--- config.mk ---
export PLATFORM = sky130hd
export DESIGN_NAME = first_counter
export DESIGN_NICKNAME = d
export VERILOG_FILES = /design/src/rtl/first_counter.sv
export SDC_FILE = /design/constraint.sdc
export NUM_CORES = 1
export LEC_CHECK = 0
export ABC_AREA = 1
export CORE_AREA = 2 2 39 41
export CTS_BUF_LIST = sky130_fd_sc_hd__clkbuf_4 sky130_fd_sc_hd__clkbuf_8
export DETAILED_ROUTE_END_ITERATION = 8
export DIE_AREA = 0 0 41 43
export DONT_BUFFER_PORTS = 1
export PLACE_DENSITY_LB_ADDON = 0.3
export RECOVER_POWER = 25
export SLEW_MARGIN = 20
export SYNTH_ARGS = -nofsm -noshare
export SYNTH_HDL_FRONTEND = slang
export SYNTH_SLANG_ARGS = --single-unit
--- constraint.sdc ---
create_clock -name clock -period 1.4 [get_ports clock]
set_input_delay 0.28 -clock clock [delete_from_list [all_inputs] [get_ports clock]]
set_output_delay 0.28 -clock clock [all_outputs]
set_load 0.01 [all_outputs]
--- src/rtl/first_counter.sv ---
// Enabled up-counter that wraps from MAX_VALUE to zero.
// It flags the terminal value and pulses for one cycle after each wrap.
module first_counter #(
   parameter int unsigned           WIDTH     = 4,
   parameter logic [WIDTH-1:0]      MAX_VALUE = {WIDTH{1'b1}}
) (
   input  logic             clock,
   input  logic             reset,
   input  logic             enable,
   output logic [WIDTH-1:0] counter_out,
   output logic             terminal_count,
   output logic             wrap_pulse
);

   logic at_max;

   // terminal_count follows the count value itself, whatever enable is doing.
   assign at_max         = (counter_out == MAX_VALUE);
   assign terminal_count = at_max;

   always_ff @(posedge clock or negedge reset) begin
      if (!reset) begin
         counter_out <= '0;
         wrap_pulse  <= 1'b0;
      end else if (enable) begin
         if (at_max) begin
            counter_out <= '0;
            wrap_pulse  <= 1'b1;
         end else begin
            counter_out <= counter_out + 1'b1;
            wrap_pulse  <= 1'b0;
         end
      end else begin
         wrap_pulse <= 1'b0;
      end
   end

endmodule

==> results of run 1 <==
placed cells by master (no fill, tap or decap), drive strengths merged:
master	instances
nand2	6
inv	6
dfrtp	5
clkbuf	4
nand3	4
nor2	1
mux2	1
a21oi	1
xor2	1
ha	1
dlygate4sd3	1
state kept, by name, indices dropped and copies added (netlist names):
register	flops
wrap_pulse	1
counter_out	4
power by group through the flow:
stage          clock (µW)  sequential (µW)  combinational [µW]
3_5_place_dp            0              291                 130
2_1_floorplan           0              272                 114
5_1_grt               205              322                 180
6_report              183              305                 155
4_1_cts               192              293                 138
3_3_place_gp            0              288                 127
cell families (layout without fill, tap and decap cells):
kind of cell | after synthesis | in the layout
DFF | 5 | 5
AOI/OAI and AO/OA | 1 | 1
buffers and inverters | 6 | 11
adders and majority gates | 1 | 1
xor gates and xnor gates | 1 | 1
muxes | 1 | 1
and+or+nand+nor | 11 | 11
per-stage QoR:
stage               instance area, µm²  hold slack [ps]
finish                             312              174
global route                       312              166
CTS                                297              167
detailed placement                 251            -15.5
global placement                   251            -15.5
floorplan                          231            -15.6
worst max-delay path, delay by kind of cell (launching register included):
family,cells,cell delay [ps]
and+or+nand+nor,1,80
adders and majority gates,1,190
DFF,1,460
buffers and inverters,1,50
worst min path at each step:
stage | to | cells past startpoint | from
after floorplan | counter_out[0] | 0 | reset
after global routing | counter_out[0] | 2 | enable
final | counter_out[0] | 2 | enable
after detailed placement | wrap_pulse | 0 | reset
after global placement | wrap_pulse | 0 | reset
after CTS | counter_out[0] | 2 | enable
final cells by class:
type	count	area (µm²)
repair buffers	1	10.0
inverters	6	22.5
multi-input cells	15	101
fillers	158	1070
flip-flops and latches	5	128
clock buffers	4	30.0
well taps	16	20.0
Yosys cell counts, drive strengths merged:
cell | number | area [µm²]
dfrtp | 5 | 125
nor2 | 1 | 3.75
nand3 | 4 | 20.0
ha | 1 | 12.5
xor2 | 1 | 8.76
nand2 | 6 | 22.5
inv | 6 | 22.5
mux2 | 1 | 11.3
a21oi | 1 | 5.00
metal layers:
| metal | vias to the layer above | track usage |
|---|---|---|
| met1 | 78 | 0.0641 |
| met5 | - | 0 |
| met3 | 0 | 0.110 |
| met2 | 10 | 0.0656 |
| li1 | 90 | - |
| met4 | 0 | 0 |
timing repair:
| action | 4_1_cts | 5_1_grt |
|---|---|---|
| buffers inserted | 0 | 0 |
| endpoints found under the setup margin | 1 | 1 |
| cloned | 0 | 0 |
| hold buffers | 1 | 0 |
| resized for setup | 3 | 3 |
| hold endpoints to repair | 5 | 0 |
==> flow_metrics.tcl, run 1 <==
set metrics [dict create \
    clock-root-buffer "sky130_fd_sc_hd__clkbuf_4" \
    adder_cell_fraction_of_synth_area 0.0541 \
    power_switching_share 0.367 \
    power.total_uw 644 \
    timing.slew.headroom 0.828 \
    fin_setup_tns_ps 0 \
    synth_area_um2 231 \
    met3_wirelength_um 73 \
    yosys.area_share.simple 0.200 \
    synth_top_family_by_area "simple AND/OR/NAND/NOR gates" \
    tritoncts "built" \
    combinationalPowerShare 0.241 \
    antenna-diode-count 0 \
    post_synthesis_sequential_area_ratio 0.541 \
    io-pin-count 9 \
    p_sw_uw 236 \
    worst-r2r-setup-slack_ps 320 \
    post_synthesis_mux_area_share 0.0486 \
    status "finished, final reports clean" \
    crit_slowest_cell "sky130_fd_sc_hd__dfrtp_2" \
    routabilityCongestion 0.657 \
    post-route-util 0.225 \
    route.met2.wl_um 196 \
    floorplan.die_area_um2 1760 \
    clock_latency_ps 240 \
    drt_pass1_iterations 2 \
    synth_compound_gate_area_share 0.0216 \
    largest_net_degree_at_the_start_of_global_routing 6 \
    setup-violations-final 0 \
    max_fo_critical_path 4 \
    floorplan.initialDensity 0.167 \
    reg2reg_to "counter_out[1]" \
    wl_met1_um 190 \
    grt_pass1_vias 154 \
    initial_antenna_violation_count 0 \
    timing.critical_path.cells "ha_4 -> nand3_2 -> inv_2" \
    yosys.cell_types.count 10 \
    ant_nets 0 \
    worst_slew_pin_slew_ps 257 \
    hold_class "in2reg" \
    finClkSkew_ps 0.662 \
    die_y_um 43 \
    synth_warnings 0 \
    critical_path_class "reg2out" \
    launching_point_of_the_worst_reg2reg_path "counter_out[0]" \
    synth_fp_nets 30 \
    worstRegToRegCells 2 \
    synth.avg_cell_area_um2 8.90 \
    route.detailed.vias_per_inst 3.79 \
    cell_pwr_density_nw_per_um2 2070 \
    cts.htree.levels 1 \
    highest_layer "met3" \
    tritoncts.num_buffers 3 \
    tcrit_tclk_final 0.927 \
    ctsLongestPathBuffers 2 \
    final_cell_count_no_fill 47 \
    core_area_um2 1380 \
    cp_data_required_time_ps 1120 \
    post-route-drc-count 0 \
    gr-total-overflow 0 \
    final.min_clock_period_ps 1300 \
    synth_cells 26 \
    drv_cap 0 \
    i_o_buffers 0 \
    grt_setup_unrepaired "false" \
    clkSlewWorstSetupHoldPaths_ps 40 \
    layout-drive-gt1-share 0.355 \
    post-place-ws_ps 213 \
    critical_path.endpoint "terminal_count" \
    timing.critical_path.from_type "register" \
    die_width_um 41 \
    placed_cells 42 \
    starting_drt_drc_count 1 \
    flow.area_growth_from_synthesis_pct 34.6 \
    power.share.clock 0.285 \
    power.share.sequential 0.474 \
    wire_length_of_the_first_global_routing_pass_um 634 \
    fmax_mhz 770 \
    drt_wl_total_um 460 \
    fin_nets 36 \
    routed_wire_length_per_instance_um 9.79 \
    hpwlAfterDp_um 343 \
    finalHoldViolCount 0 \
    power.ir.vdd_worst_uv 544 \
    critPathMaxStageDelay_ps 460 \
    cp-end-kind "primary output" \
    setup.worst_path.start "counter_out[0]" \
    clkSinkCount 5 \
    synth-seq-cells 5 \
    detailroute.via_count 178 \
    finalMaxSlewViolations 0 \
    leakagePower_uw 0.000156 \
    synthXorXnorAreaFrac 0.0378 \
    power_report.internal_total_uw 407 \
    final.setup.worst_slack_ps 102 \
    cp_data_arrival_time_ps 1020 \
    grt_overall_usage 0.0622 \
    fp-row-count 14 \
]
Power figures use the tool's default switching activity.
==> inputs of run 2 (changes only) <==
clock period = 1.44 ns   (was 1.4 ns; I/O delays follow)
==> run 2 against run 1 <==
Net effect: utilization is 0.36 points lower; critical path depth stayed put; non-clock buffer count stayed put.
==> flow_metrics.tcl, run 2 (synthesized netlist as in run 1, its figures left out) <==
set metrics [dict create \
    max_fo_critical_path 4 \
    reg_top3 "counter_out (4), wrap_pulse (1)" \
    cp-end-kind "primary output" \
    i_o_buffers 0 \
    tritoncts "built" \
    finalHoldViolCount 0 \
    ctsLongestPathBuffers 2 \
    initial_antenna_violation_count 0 \
    core_area_um2 1380 \
    timing.critical_path.max_delay_family "flip-flops" \
    hpwlAfterDp_um 343 \
    cp_data_arrival_time_ps 1050 \
    starting_drt_drc_count 0 \
    ant_nets 0 \
    routed_wire_length_per_instance_um 10.2 \
    timing.critical_path.from_type "register" \
    grt_pass1_vias 160 \
    critPathMaxStageDelay_ps 460 \
    fin_setup_tns_ps 0 \
    route.detailed.vias_per_inst 3.81 \
    drt_pass1_iterations 1 \
    wire_length_of_the_first_global_routing_pass_um 655 \
    largest_net_degree_at_the_start_of_global_routing 6 \
    flow.area_growth_from_synthesis_pct 32.4 \
    post-route-drc-count 0 \
    hold_class "in2reg" \
    final_common_cell "sky130_fd_sc_hd__nand2_1" \
    drt_wl_total_um 479 \
    fillers 156 \
    layout-drive-gt1-share 0.323 \
    largest_reg_flops 4 \
    regMostFlops "counter_out" \
    clock-root-buffer "sky130_fd_sc_hd__clkbuf_4" \
    critical_path_class "reg2out" \
    io-pin-count 9 \
    cts.htree.levels 1 \
    floorplan.initialDensity 0.167 \
    worstPathBufferInverterCount 1 \
    cell_pwr_density_nw_per_um2 2020 \
    antenna-diode-count 0 \
    gr-total-overflow 0 \
    drv_cap 0 \
    timing.critical_path.cells "ha_4 -> nand3_1 -> inv_2" \
    tcrit_tclk_final 0.933 \
    leakagePower_uw 0.000155 \
    worst-r2r-setup-slack_ps 360 \
    power.ir.vdd_worst_uv 528 \
    routabilityCongestion 0.657 \
    tritoncts.num_buffers 3 \
    clkSlewWorstSetupHoldPaths_ps 40 \
    grt_setup_unrepaired "false" \
    setup-violations-final 0 \
    clock_latency_ps 240 \
    mostFrequentLayoutCells "sky130_fd_sc_hd__nand2_1 (6), sky130_fd_sc_hd__nand3_1 (4), sky130_fd_sc_hd__inv_1 (4), sky130_fd_sc_hd__clkbuf_4 (4), sky130_fd_sc_hd__dfrtp_1 (3)" \
    die_width_um 41 \
    grt_overall_usage 0.0642 \
    fp-row-count 14 \
    crit_slowest_cell "sky130_fd_sc_hd__dfrtp_2" \
    finClkSkew_ps 0.228 \
    cp_data_required_time_ps 1150 \
    fin_hold_ws_ps 182 \
    detailroute.via_count 179 \
    clkSinkCount 5 \
    floorplan.die_area_um2 1760 \
    fin_nets 36 \
    post-route-util 0.222 \
    worst_slew_pin_slew_ps 252 \
    status "finished, final reports clean" \
    fmax_mhz 745 \
    final.min_clock_period_ps 1340 \
    timing.slew.headroom 0.831 \
    die_y_um 43 \
    finalMaxSlewViolations 0 \
]
[run 2: layout make-up]
cell class	count	area [µm²]	area share
sequential	5	128	0.416
inverter	6	22.5	0.0735
multi-input combinational	15	96.3	0.314
tap	16	20.0	0.0653
timing repair buffer	1	10.0	0.0327
clock buffer	4	30.0	0.0980
[run 2: layer usage]
layer	track usage	vias to the layer above	wire length (µm)
met5	0	-	0
met4	0	0	0
met3	0.105	0	66
met2	0.0750	11	194
met1	0.0641	78	218
li1	-	90	-
[run 2: worst paths after layout]
kind                                 from        endpoint  depth (start not counted)
min in group asynchronous           reset  counter_out[2]                          1
max in group asynchronous           reset  counter_out[1]                          1
min                                enable  counter_out[0]                          2
min reg2reg                counter_out[1]  counter_out[1]                          1
max reg2reg                counter_out[0]  counter_out[1]                          2
max                        counter_out[0]  terminal_count                          3
[run 2: timing repair]
item	in CTS	in global routing
setup endpoints to repair	1	1
setup buffers	0	0
hold buffers	1	0
hold endpoints to repair	5	0
resized for setup	1	4
cloned	0	0
[run 2: worst register-to-register path, cell delays in order, from the launching register on]
cell and delay [ps]:
sky130_fd_sc_hd__dfrtp_2 460, sky130_fd_sc_hd__ha_4 250, sky130_fd_sc_hd__mux2_2 250
[run 2: report_power, final]
part | switching (µW) | internal, µW | leakage [µW] | total, µW
registers | 97.5 | 196 | 0.0000595 | 293
clock network | 55.4 | 123 | 0.0000184 | 179
logic | 72.0 | 73.7 | 0.0000774 | 146
total | 225 | 393 | 0.000155 | 618
[run 2: through the flow]
stage / instances / setup slack (ps) / instance area (µm²) / power (µW)
finish: 47 / 97.1 / 307 / 618
CTS: 47 / 2.11 / 293 / 600
global placement: 42 / 260 / 251 / 404
floorplan: 26 / 339 / 231 / 375
detailed placement: 42 / 245 / 251 / 409
global route: 47 / 20.5 / 307 / 674
